--- config.mk ---
export PLATFORM = sky130hd
export DESIGN_NAME = local_ctrl_layer2
export DESIGN_NICKNAME = d
export VERILOG_FILES = /design/src/rtl/local_ctrl_layer2.sv
export SDC_FILE = /design/constraint.sdc
export NUM_CORES = 1
export LEC_CHECK = 0
export CAP_MARGIN = 20
export CORE_ASPECT_RATIO = 1.1
export CORE_UTILIZATION = 47
export DETAILED_ROUTE_END_ITERATION = 8
export PLACE_DENSITY = 0.83
export SYNTH_ARGS = -nofsm -noshare
export SYNTH_HDL_FRONTEND = slang
export SYNTH_SLANG_ARGS = --single-unit
--- constraint.sdc ---
create_clock -name clk_i -period 2.4 [get_ports clk_i]
set_input_delay 0.72 -clock clk_i [delete_from_list [all_inputs] [get_ports clk_i]]
set_output_delay 0.72 -clock clk_i [all_outputs]
set_load 0.01 [all_outputs]
--- src/rtl/local_ctrl_layer2.sv ---
// Layer-2 fully-connected controller for the MNIST streamline.
// Sweeps the hidden-activation buffer once per output neuron, addresses the
// weight ROM in lockstep, drives the shared MAC and commits each score.
// Build option: define LAYER2_RELU_EN to request ReLU on each committed score;
// otherwise relu_en_o is tied low (raw logits). Cycle timing is identical.
module local_ctrl_layer2 #(
    parameter int unsigned NUM_IN  = 128,
    parameter int unsigned NUM_OUT = 10,
    parameter int unsigned DRAIN   = 4,
    parameter int unsigned X_AW    = 7,
    parameter int unsigned W_AW    = 11
) (
    input  logic            clk_i,
    input  logic            rstn_i,
    input  logic            start_i,
    output logic [X_AW-1:0] x_addr_o,
    output logic [W_AW-1:0] w_addr_o,
    output logic            rd_en_o,
    output logic            mac_en_o,
    output logic            acc_clr_o,
    output logic            relu_en_o,
    output logic [3:0]      out_addr_o,
    output logic            out_wr_en_o,
    output logic            busy_o,
    output logic            done_o
);

    typedef enum logic [2:0] {
        StIdle,
        StRun,
        StDrain,
        StSave,
        StNext,
        StDone
    } state_e;

    state_e          state_q, state_d;
    // cnt is shared: operand index in RUN, drain cycle index in DRAIN
    logic [X_AW-1:0] cnt_q, cnt_d;
    logic [3:0]      n_q, n_d;
    logic            mac_q;
    logic            rd_en;

    // State, counters and the one-cycle read-latency delay for mac_en
    always_ff @(posedge clk_i or negedge rstn_i) begin
        if (!rstn_i) begin
            state_q <= StIdle;
            cnt_q   <= '0;
            n_q     <= '0;
            mac_q   <= 1'b0;
        end else begin
            state_q <= state_d;
            cnt_q   <= cnt_d;
            n_q     <= n_d;
            mac_q   <= rd_en;
        end
    end

    // Next-state and counter sequencing
    always_comb begin
        state_d = state_q;
        cnt_d   = cnt_q;
        n_d     = n_q;
        unique case (state_q)
            StIdle: begin
                if (start_i) begin
                    state_d = StRun;
                    cnt_d   = '0;
                    n_d     = '0;
                end
            end
            StRun: begin
                if (cnt_q == X_AW'(NUM_IN - 1)) begin
                    state_d = StDrain;
                    cnt_d   = '0;
                end else begin
                    cnt_d = cnt_q + X_AW'(1);
                end
            end
            StDrain: begin
                if (cnt_q == X_AW'(DRAIN - 1)) begin
                    state_d = StSave;
                    cnt_d   = '0;
                end else begin
                    cnt_d = cnt_q + X_AW'(1);
                end
            end
            StSave: begin
                state_d = StNext;
            end
            StNext: begin
                if (n_q == 4'(NUM_OUT - 1)) begin
                    state_d = StDone;
                end else begin
                    n_d     = n_q + 4'(1);
                    state_d = StRun;
                end
            end
            StDone: begin
                state_d = StIdle;
                cnt_d   = '0;
                n_d     = '0;
            end
            default: begin
                state_d = StIdle;
            end
        endcase
    end

    // Moore outputs decoded from the registered state and counters
    always_comb begin
        rd_en       = (state_q == StRun);
        rd_en_o     = rd_en;
        x_addr_o    = rd_en ? cnt_q : '0;
        w_addr_o    = rd_en ? (W_AW'(n_q) * W_AW'(NUM_IN) + W_AW'(cnt_q)) : '0;
        mac_en_o    = mac_q;
        // First RUN cycle of neuron 0 clears the accumulator left by any prior run
        acc_clr_o   = (state_q == StNext) ||
                      ((state_q == StRun) && (n_q == '0) && (cnt_q == '0));
        out_wr_en_o = (state_q == StSave);
        out_addr_o  = (state_q == StSave) ? n_q : '0;
`ifdef LAYER2_RELU_EN
        relu_en_o   = (state_q == StSave);
`else
        relu_en_o   = 1'b0;
`endif
        busy_o      = (state_q != StIdle);
        done_o      = (state_q == StDone);
    end

endmodule

# == Word-level counts from Yosys, hierarchy flattened ==
# Index checks and enable logic that the tools add are counted.
# word_totals
output_inout_bits,29
word_cells,46
inputBits,3
register_bits,15
# classes
eq_ne,12
add_sub_neg,3
n_mux,15
reduce_logical,12
# ops
cell,count
$mux 7,4
$pmux 7 s4,1
$pmux 3 s5,1
$mux 3,4
$mux 4,3
$pmux 4 s3,1
$add 11x7->11,1
$mux 11,1
$add 7x1->7 const B,1
$eq 7x2->1 const B,1
$eq 7x7->1 const B,1
$logic_not 7->1,1
$eq 3x2->1 const B,2
$eq 3x3->1 const B,2
$ne 2x2->1 const B,3
$reduce_and 3->1,2
$reduce_bool 3->1,2
$add 4x1->4 const B,1
$eq 4x4->1 const B,1
$logic_not 4->1,1
$reduce_bool 4->1,1
$eq 3x1->1 const B,1
$logic_not 3->1,1
$logic_and 1x1->1,2
3 further kinds,3

# == Depth between registers and ports, before layout ==
# Gate-level depths: netlist of the first run.
# logic_depth
word_depth,4
ltp_mapped,6
mapped_depth_nobuf,6

# == Least setup slack after synthesis of the first run ==
# Ideal clock, no wire load.
# synth_path
path_type,reg-to-output
start,register cnt_q[5]
end,output acc_clr_o
stages_incl_launch_ff,5
n_path_buf,0
t_arrival_ns,1.361
path_slack_ns,0.319
required_time_ns,1.680
path_cell_list,dfrtp_1 > or4_4 > nor2_1 > nand3_1 > a21oi_1
# synth_via
elab_chain_cells,3
# synth_rtl
item,line,source
start: declaration,39,"logic [X_AW-1:0] cnt_q, cnt_d;"
start signal: assignment,53,cnt_q <= cnt_d;
$logic_not 7->1,119,((state_q == StRun) && (n_q == '0) && (cnt_q == '0));
$logic_and 1x1->1,119,
$logic_or 1x1->1,118,acc_clr_o = (state_q == StNext) ||
end: declaration,20,"output logic acc_clr_o,"
# No other way between the ends.

# == Worst setup path in the final report of the first run ==
# layout_path
start,register cnt_q[3]
end,output acc_clr_o
# The elaborated chain is that of the path after synthesis.

==> results.tsv, run 1 <==
stage	metric	value	unit
yosys	synth-main-ff-cell	dfrtp_1	
worst_setup_path	critPathKind	flop to primary output	
yosys	synth_area_per_cell	8.59	µm²
worst_setup_path	arrival	1680	ps
clock_network	clkLatencyLatePin	300	ps
routing	first_pass_iters	5	
yosys	synth_top_area_cell	dfrtp_1	
timing	fmax	416	MHz
routing	wl_per_cell	14.9	µm
power_and_ir_drop	power_density	265	nW/µm²
timing	fin_ws	-2.27	ps
routing	antenna_left	0	
timing	min_period	2400	ps
place	port_buffers	30	
global_route	grtUsageTotal	24.1	%
die	die_height	53.1	µm
global_route	antenna_found_initial	0	
status	violations	negative setup slack	
worst_setup_path	cp-end-kind	primary output	
run	max-cap-violations	0	
final_layout	syn_to_final_growth	41.1	%
yosys	synthSimpleGateAreaFrac	26.7	%
timing	hold_viol_final	0	
clock_network	clk_path_buf_depth	2	
yosys	netlist_instances	130	
die	dieArea	2580	µm²
global_route	grt_max_degree	17	
place	dp_hpwl	2130	µm
yosys	synth_fa_ha_area_share	5.60	%
worst_setup_path	worstPathRequired	1680	ps
die	initial_core_util	49.6	%
die	rows	18	
worst_hold_path	hp-class	flop to flop	
die	core_area	2250	µm²
timing	post-route-period-util	100	%
yosys	ys_async_sr_fraction	100	%
power_and_ir_drop	p_leak	0.784	nW
clock_network	hold_buffers	0	
global_route	grt_pass1_vias	1019	
clock_network	cts_sinks	15	
yosys	synth.distinct_cells	46	
timing	worst_slew_pin_slew	726	ps
final_layout	final-instance-count-excl-fill	201	
clock_network	cts.clk_slew.worst_paths	100	ps
routing	wl	2990	µm
place	gp_congestion	0.849	
timing	setup_viol	1	
timing	skew	7.44	ps
timing	whs	651	ps
routing	dr.first_iter.drc_count	30	
yosys	ys_ff_latch	15	
final_layout	layout-drive-gt1-share	24.0	%
clock_network	cts_buffers	3	
final_layout	final_common_cell	buf_4	
status	status	finished with violations	
final_layout	antennaDiodeCount	0	
yosys	synth_compound_area_share	23.6	%
timing	slew_viol_final	0	
yosys	synthMuxAreaShare	1.01	%
global_route	grt_overflow_total	0	
routing	post-route-drc-count	0	
clock_network	clockRootBuffer	clkbuf_4	
yosys	yosys_warnings	0	
timing	rsz0062_at_grt	true	
yosys	synth-edff-count	0	
clock_network	htree_num_levels	1	
timing	relSlewSlack	51.4	%
yosys	synth.area.top_cells	dfrtp_1 (34%), and3_1 (9.0%), ha_1 (5.6%), buf_4 (5.4%), a21oi_1 (3.6%)	
routing	viasPerCell	5.83	
die	die_w	48.5	µm
worst_setup_path	setup.worst_path.start_class	flop	
clock_network	cts_tree	yes	
global_route	grt_pass1_wl	4610	µm
final_layout	num-nets-final	180	
worst_setup_path	cp_max_fo	2	
yosys	synth_top_family_by_area	simple AND/OR/NAND/NOR gates	
die	ios	32	
place	dp_cells	192	
yosys	syn-cell-area	1120	µm²
routing	vias	1172	
yosys	synth_nets	138	
yosys	synth_top_cell_area_share	33.6	%
final_layout	final_cell_mix	buf_4 (19), and3_1 (16), dlygate4sd2_1 (15), dfrtp_1 (13), clkdlybuf4s50_1 (9)	
yosys	synth-xor-area-share	0	%
yosys	yosysSeqAreaShare	33.6	%
power_and_ir_drop	peakVddDrop	356	µV
## state kept, by name, summed over array words and instances, names as in the netlist
name      cells
cnt_q         7
mac_en_o      1
n_q           4
state_q       3
## worst max-delay path, cell delays in order, from the launching register on
cell	delay, ps
dfrtp_1	380
or4_4	550
nor2_4	110
nand3_1	80
a21oi_1	120
buf_2	140
## logic make-up (layout without fill, tap and decap cells)
group,after synthesis,in the layout
compound gates,36,36
buf+inv,19,59
simple gates,53,54
other cells,1,1
flops,15,15
fa+ha+maj,5,5
mux,1,1
## report_power, final
part / internal, W / switching, W / leakage, nW
Clock: 0.0000648 / 0.0000899 / 0.0150
Combinational: 0.00000355 / 0.00000696 / 0.598
Sequential: 0.000253 / 0 / 0.172
Total: 0.000321 / 0.0000969 / 0.784
## final timing paths
| kind | to | start | slack (ps) | depth (start not counted) |
|---|---|---|---|---|
| worst max-delay path | acc_clr_o | cnt_q[3] | -2 | 5 |
| worst min-delay path | mac_en_o | state_q[0] | 650 | 2 |
| worst max register to register | cnt_q[3] | cnt_q[3] | 580 | 5 |
| worst min register to register | mac_en_o | state_q[0] | 650 | 2 |
| min in group asynchronous | n_q[3] | rstn_i | 850 | 1 |
| max in group asynchronous | state_q[0] | rstn_i | 1050 | 1 |
## layer usage
| layer | global-route usage [%] | wire length (µm) | up-vias | share of wire, % |
|---|---|---|---|---|
| met3 | 2.01 | 180 | 8 | 6.0 |
| li1 | - | - | 548 | - |
| met5 | 0 | 0 | - | 0 |
| met4 | 13.7 | 89 | 0 | 3.0 |
| met1 | 27.7 | 1200 | 561 | 40 |
| met2 | 44.8 | 1520 | 55 | 51 |
## layout make-up
cell class	count	area [µm²]
Tap cell	30	37.5
Inverter	6	30.0
Clock buffer	4	26.3
Fill cell	174	676
Multi-Input combinational cell	97	673
Sequential cell	15	378
Timing Repair Buffer	49	432
## Yosys cell counts (all sizes together) (3+ instances only)
| master | count |
|---|---|
| and3 | 17 |
| a21oi | 9 |
| clkbuf | 3 |
| nand2 | 7 |
| nor3 | 4 |
| inv | 6 |
| buf | 10 |
| dfrtp | 15 |
| a21o | 3 |
| nor2 | 9 |
| ha | 5 |
| nand3 | 4 |
| o21ai | 9 |
## stage by stage
step / util [%] / cell area [µm²] / setup TNS [ps] / setup slack, ps / power [W]
3_3_place_gp: 66.1 / 1490 / -146 / -146 / 0.000268
6_report: 70.0 / 1580 / -2.27 / -2.27 / 0.000418
3_5_place_dp: 66.1 / 1490 / -159 / -159 / 0.000268
4_1_cts: 68.1 / 1530 / 0 / 0.123 / 0.000414
5_1_grt: 70.0 / 1580 / -56.5 / -42.7 / 0.000423
2_1_floorplan: - / 1120 / 0 / 319 / 0.000261
## what timing repair did
action,4_1_cts,5_1_grt
gates cloned,1,0
pin swaps,2,0
gates resized for setup,29,9
buffers inserted,1,3
setup endpoints to repair,25,11
No activity file was read; power rests on OpenSTA's default activity.
==> run 2: changes to the inputs <==
CORE_UTILIZATION = 55   (was 47)
DONT_BUFFER_PORTS = 1   (was unset)
PLACE_DENSITY = 0.74   (was 0.83)
==> run 2 against run 1 <==
  * The run now ends clean
  * Clock-buffer cell count is 1 lower
  * Clock power down 4%
  * Sequential power about the same
  * Worst hold slack worse by 540 ps
  * Non-clock buffer count fell by 42
  * First-iteration DRC count decreased by 10%
  * Worst setup slack improved by 37 ps
  * Fmax up 1.5%
  * Cell count shrank 23%
  * Power decreased by 3.4%
  * Via count decreased by 17%
  * Clock skew shrank 1.3 ps
  * Highest routed layer unchanged
==> results.tsv, run 2 (synthesized netlist as in run 1, its figures left out) <==
stage	metric	value	unit	change
final_layout	final_cell_mix	and3_1 (16), dfrtp_1 (15), nor2_1 (8)		
timing	worst_slew_pin_slew	513	ps	-213 ps
run	max-cap-violations	0		unchanged
timing	skew	6.13	ps	-1.31 ps
place	dp_hpwl	1680	µm	-21%
timing	slew_viol_final	0		unchanged
worst_setup_path	crit_chain	or4_4, nor2_4, nand3_2, a21oi_2		
worst_setup_path	arrival	1650	ps	-30 ps
global_route	grt_pass1_vias	881		-14%
clock_network	cts.clk_slew.worst_paths	90	ps	about the same
timing	setup_viol	0		-1
global_route	grtUsageTotal	25.2	%	+1.1 points
power_and_ir_drop	p_leak	0.525	nW	-33%
routing	antenna_left	0		unchanged
die	dieArea	2220	µm²	-14%
global_route	grt_overflow_total	0		unchanged
die	rows	16		-2
routing	vias	972		-17%
final_layout	layout-drive-gt1-share	19.5	%	-4.4 points
routing	post-route-drc-count	0		unchanged
routing	first_pass_iters	4		-1
worst_setup_path	r2r_start	cnt_q[4]		
die	die_w	45.0	µm	-7.2%
power_and_ir_drop	peakVddDrop	230	µV	-35%
global_route	gr-usage-met2	36.5	%	-8.4 points
global_route	grtUsageMet1	36.6	%	+8.9 points
global_route	grt_pass1_wl	4080	µm	-12%
worst_setup_path	cp_slowest_cell	or4_4		
clock_network	cts_sinks	15		unchanged
worst_setup_path	cp-end-kind	primary output		
clock_network	clk_path_buf_depth	2		unchanged
worst_setup_path	slowest_delay	570	ps	+20 ps
worst_setup_path	reg2reg_setup_slack	530	ps	-50 ps
routing	dr.first_iter.drc_count	27		-10%
final_layout	antennaDiodeCount	0		unchanged
clock_network	cts_tree	yes		
final_layout	largest_reg_flops	7		unchanged
die	initial_core_util	60.7	%	+11 points
die	core_area	1840	µm²	-18%
worst_setup_path	setup.worst_path.start_class	flop		
timing	post-route-period-util	98.6	%	-1.5 points
worst_setup_path	r2r_end	cnt_q[3]		
final_layout	final_common_cell	and3_1		
global_route	busiest_layer	met1		
timing	min_period	2370	ps	-36.7 ps
clock_network	clockRootBuffer	clkbuf_4		
final_layout	syn_to_final_growth	5.82	%	
die	ios	32		unchanged
worst_setup_path	critPathKind	flop to primary output		
timing	tns	0	ps	+2.27 ps
routing	wl	2500	µm	-16%
status	status	finished clean		
routing	viasPerCell	6.27		+7.5%
clock_network	hold_buffers	0		unchanged
final_layout	num-nets-final	137		-24%
worst_hold_path	hp-class	primary input to asynchronous set/reset pin		
timing	hold_viol_final	0		unchanged
worst_setup_path	worstPathRequired	1680	ps	about the same
worst_setup_path	r2r_cells	5		unchanged
routing	wl_per_cell	16.1	µm	+8.4%
power_and_ir_drop	power_density	341	nW/µm²	+29%
worst_setup_path	cp_max_fo	2		unchanged
final_layout	registers.top_by_ff_count	cnt_q		
worst_setup_path	path_buf_inv	0		-1
timing	relSlewSlack	65.8	%	+14 points
final_layout	reg_top3	cnt_q x7, n_q x4, state_q x3		
global_route	grtUsageMet3	4.81	%	+2.8 points
timing	fmax	423	MHz	+1.5%
timing	rsz0062_at_grt	true		
global_route	grt_max_degree	18		+1
clock_network	htree_num_levels	1		unchanged
clock_network	clkLatencyLatePin	290	ps	about the same
die	die_height	49.3	µm	-7.3%
place	gp_congestion	0.803		-5.3%
power_and_ir_drop	power.total	0.000404	W	-3.4%
global_route	antenna_found_initial	0		unchanged
place	port_buffers	0		-100%
worst_setup_path	cpLargestDelayFamily	simple AND/OR/NAND/NOR gates		
clock_network	cts_buffers	3		unchanged
-- run 2: cell count changes in the layout (fill, tap and decap cells not counted), moves of 2 or more --
cell,change
buf_4,-12
dlygate4sd2_1,-15
nor2_1,+2
dfrtp_1,+2
inv_2,+2
dfrtp_2,-2
dlymetal6s2s_1,-5
clkdlybuf4s50_1,-9
-- run 2: routing by layer --
| metal | share of wire (%) | vias up |
|---|---|---|
| met2 | 47 | 33 |
| met1 | 46 | 474 |
| met4 | 1.4 | 0 |
| li1 | - | 461 |
| met5 | 0 | - |
| met3 | 6.2 | 4 |
-- run 2: power breakdown --
group / total [W] / switching, W / leakage [nW] / internal, W
clock network: 0.000149 / 0.0000872 / 0.0177 / 0.0000621
logic: 0.00000173 / 0.00000103 / 0.333 / 0.000000706
registers: 0.000253 / 0 / 0.174 / 0.000253
total: 0.000404 / 0.0000882 / 0.525 / 0.000315
-- run 2: timing repair --
| action | CTS | global route |
|---|---|---|
| hold endpoints to repair | 0 | 0 |
| pin swaps | 1 | 2 |
| buffers inserted | 3 | 3 |
| gates resized for setup | 1 | 5 |
| setup endpoints to repair | 1 | 1 |
-- run 2: worst register-to-register path, cell delays in order (launching register included) --
cell and delay (ps):
dfrtp_1 400, or4_4 570, buf_4 170, o21ai_4 180, a21oi_2 100, a221o_1 330
-- run 2: metrics by stage --
step                utilization (%)  area [µm²]  hold WS, ps  std cells  worst slack [ps]
floorplan                         -        1120          424        130               319
global placement               58.6        1080          425        145               234
detailed placement             58.6        1080          425        145               214
CTS                            61.5        1130          103        152              9.15
global route                   64.2        1180         85.0        155             -39.8
finish                         64.2        1180          107        155              34.4
-- run 2: how the worst max path moves through the flow --
stage | startpoint | end | depth (start not counted)
2_1_floorplan | cnt_q[5] | acc_clr_o | 4
3_3_place_gp | cnt_q[5] | acc_clr_o | 4
3_5_place_dp | cnt_q[5] | acc_clr_o | 4
4_1_cts | cnt_q[6] | acc_clr_o | 4
5_1_grt | cnt_q[4] | acc_clr_o | 4
6_report | cnt_q[4] | acc_clr_o | 4
-- run 2: area by class of cell --
type | count | area [µm²]
clock buffer | 3 | 22.5
clock inverter | 1 | 5.00
fill | 155 | 659
inverter | 6 | 22.5
multi-input combinational | 96 | 671
sequential | 15 | 375
tap | 27 | 33.8
timing repair buffer | 7 | 52.6
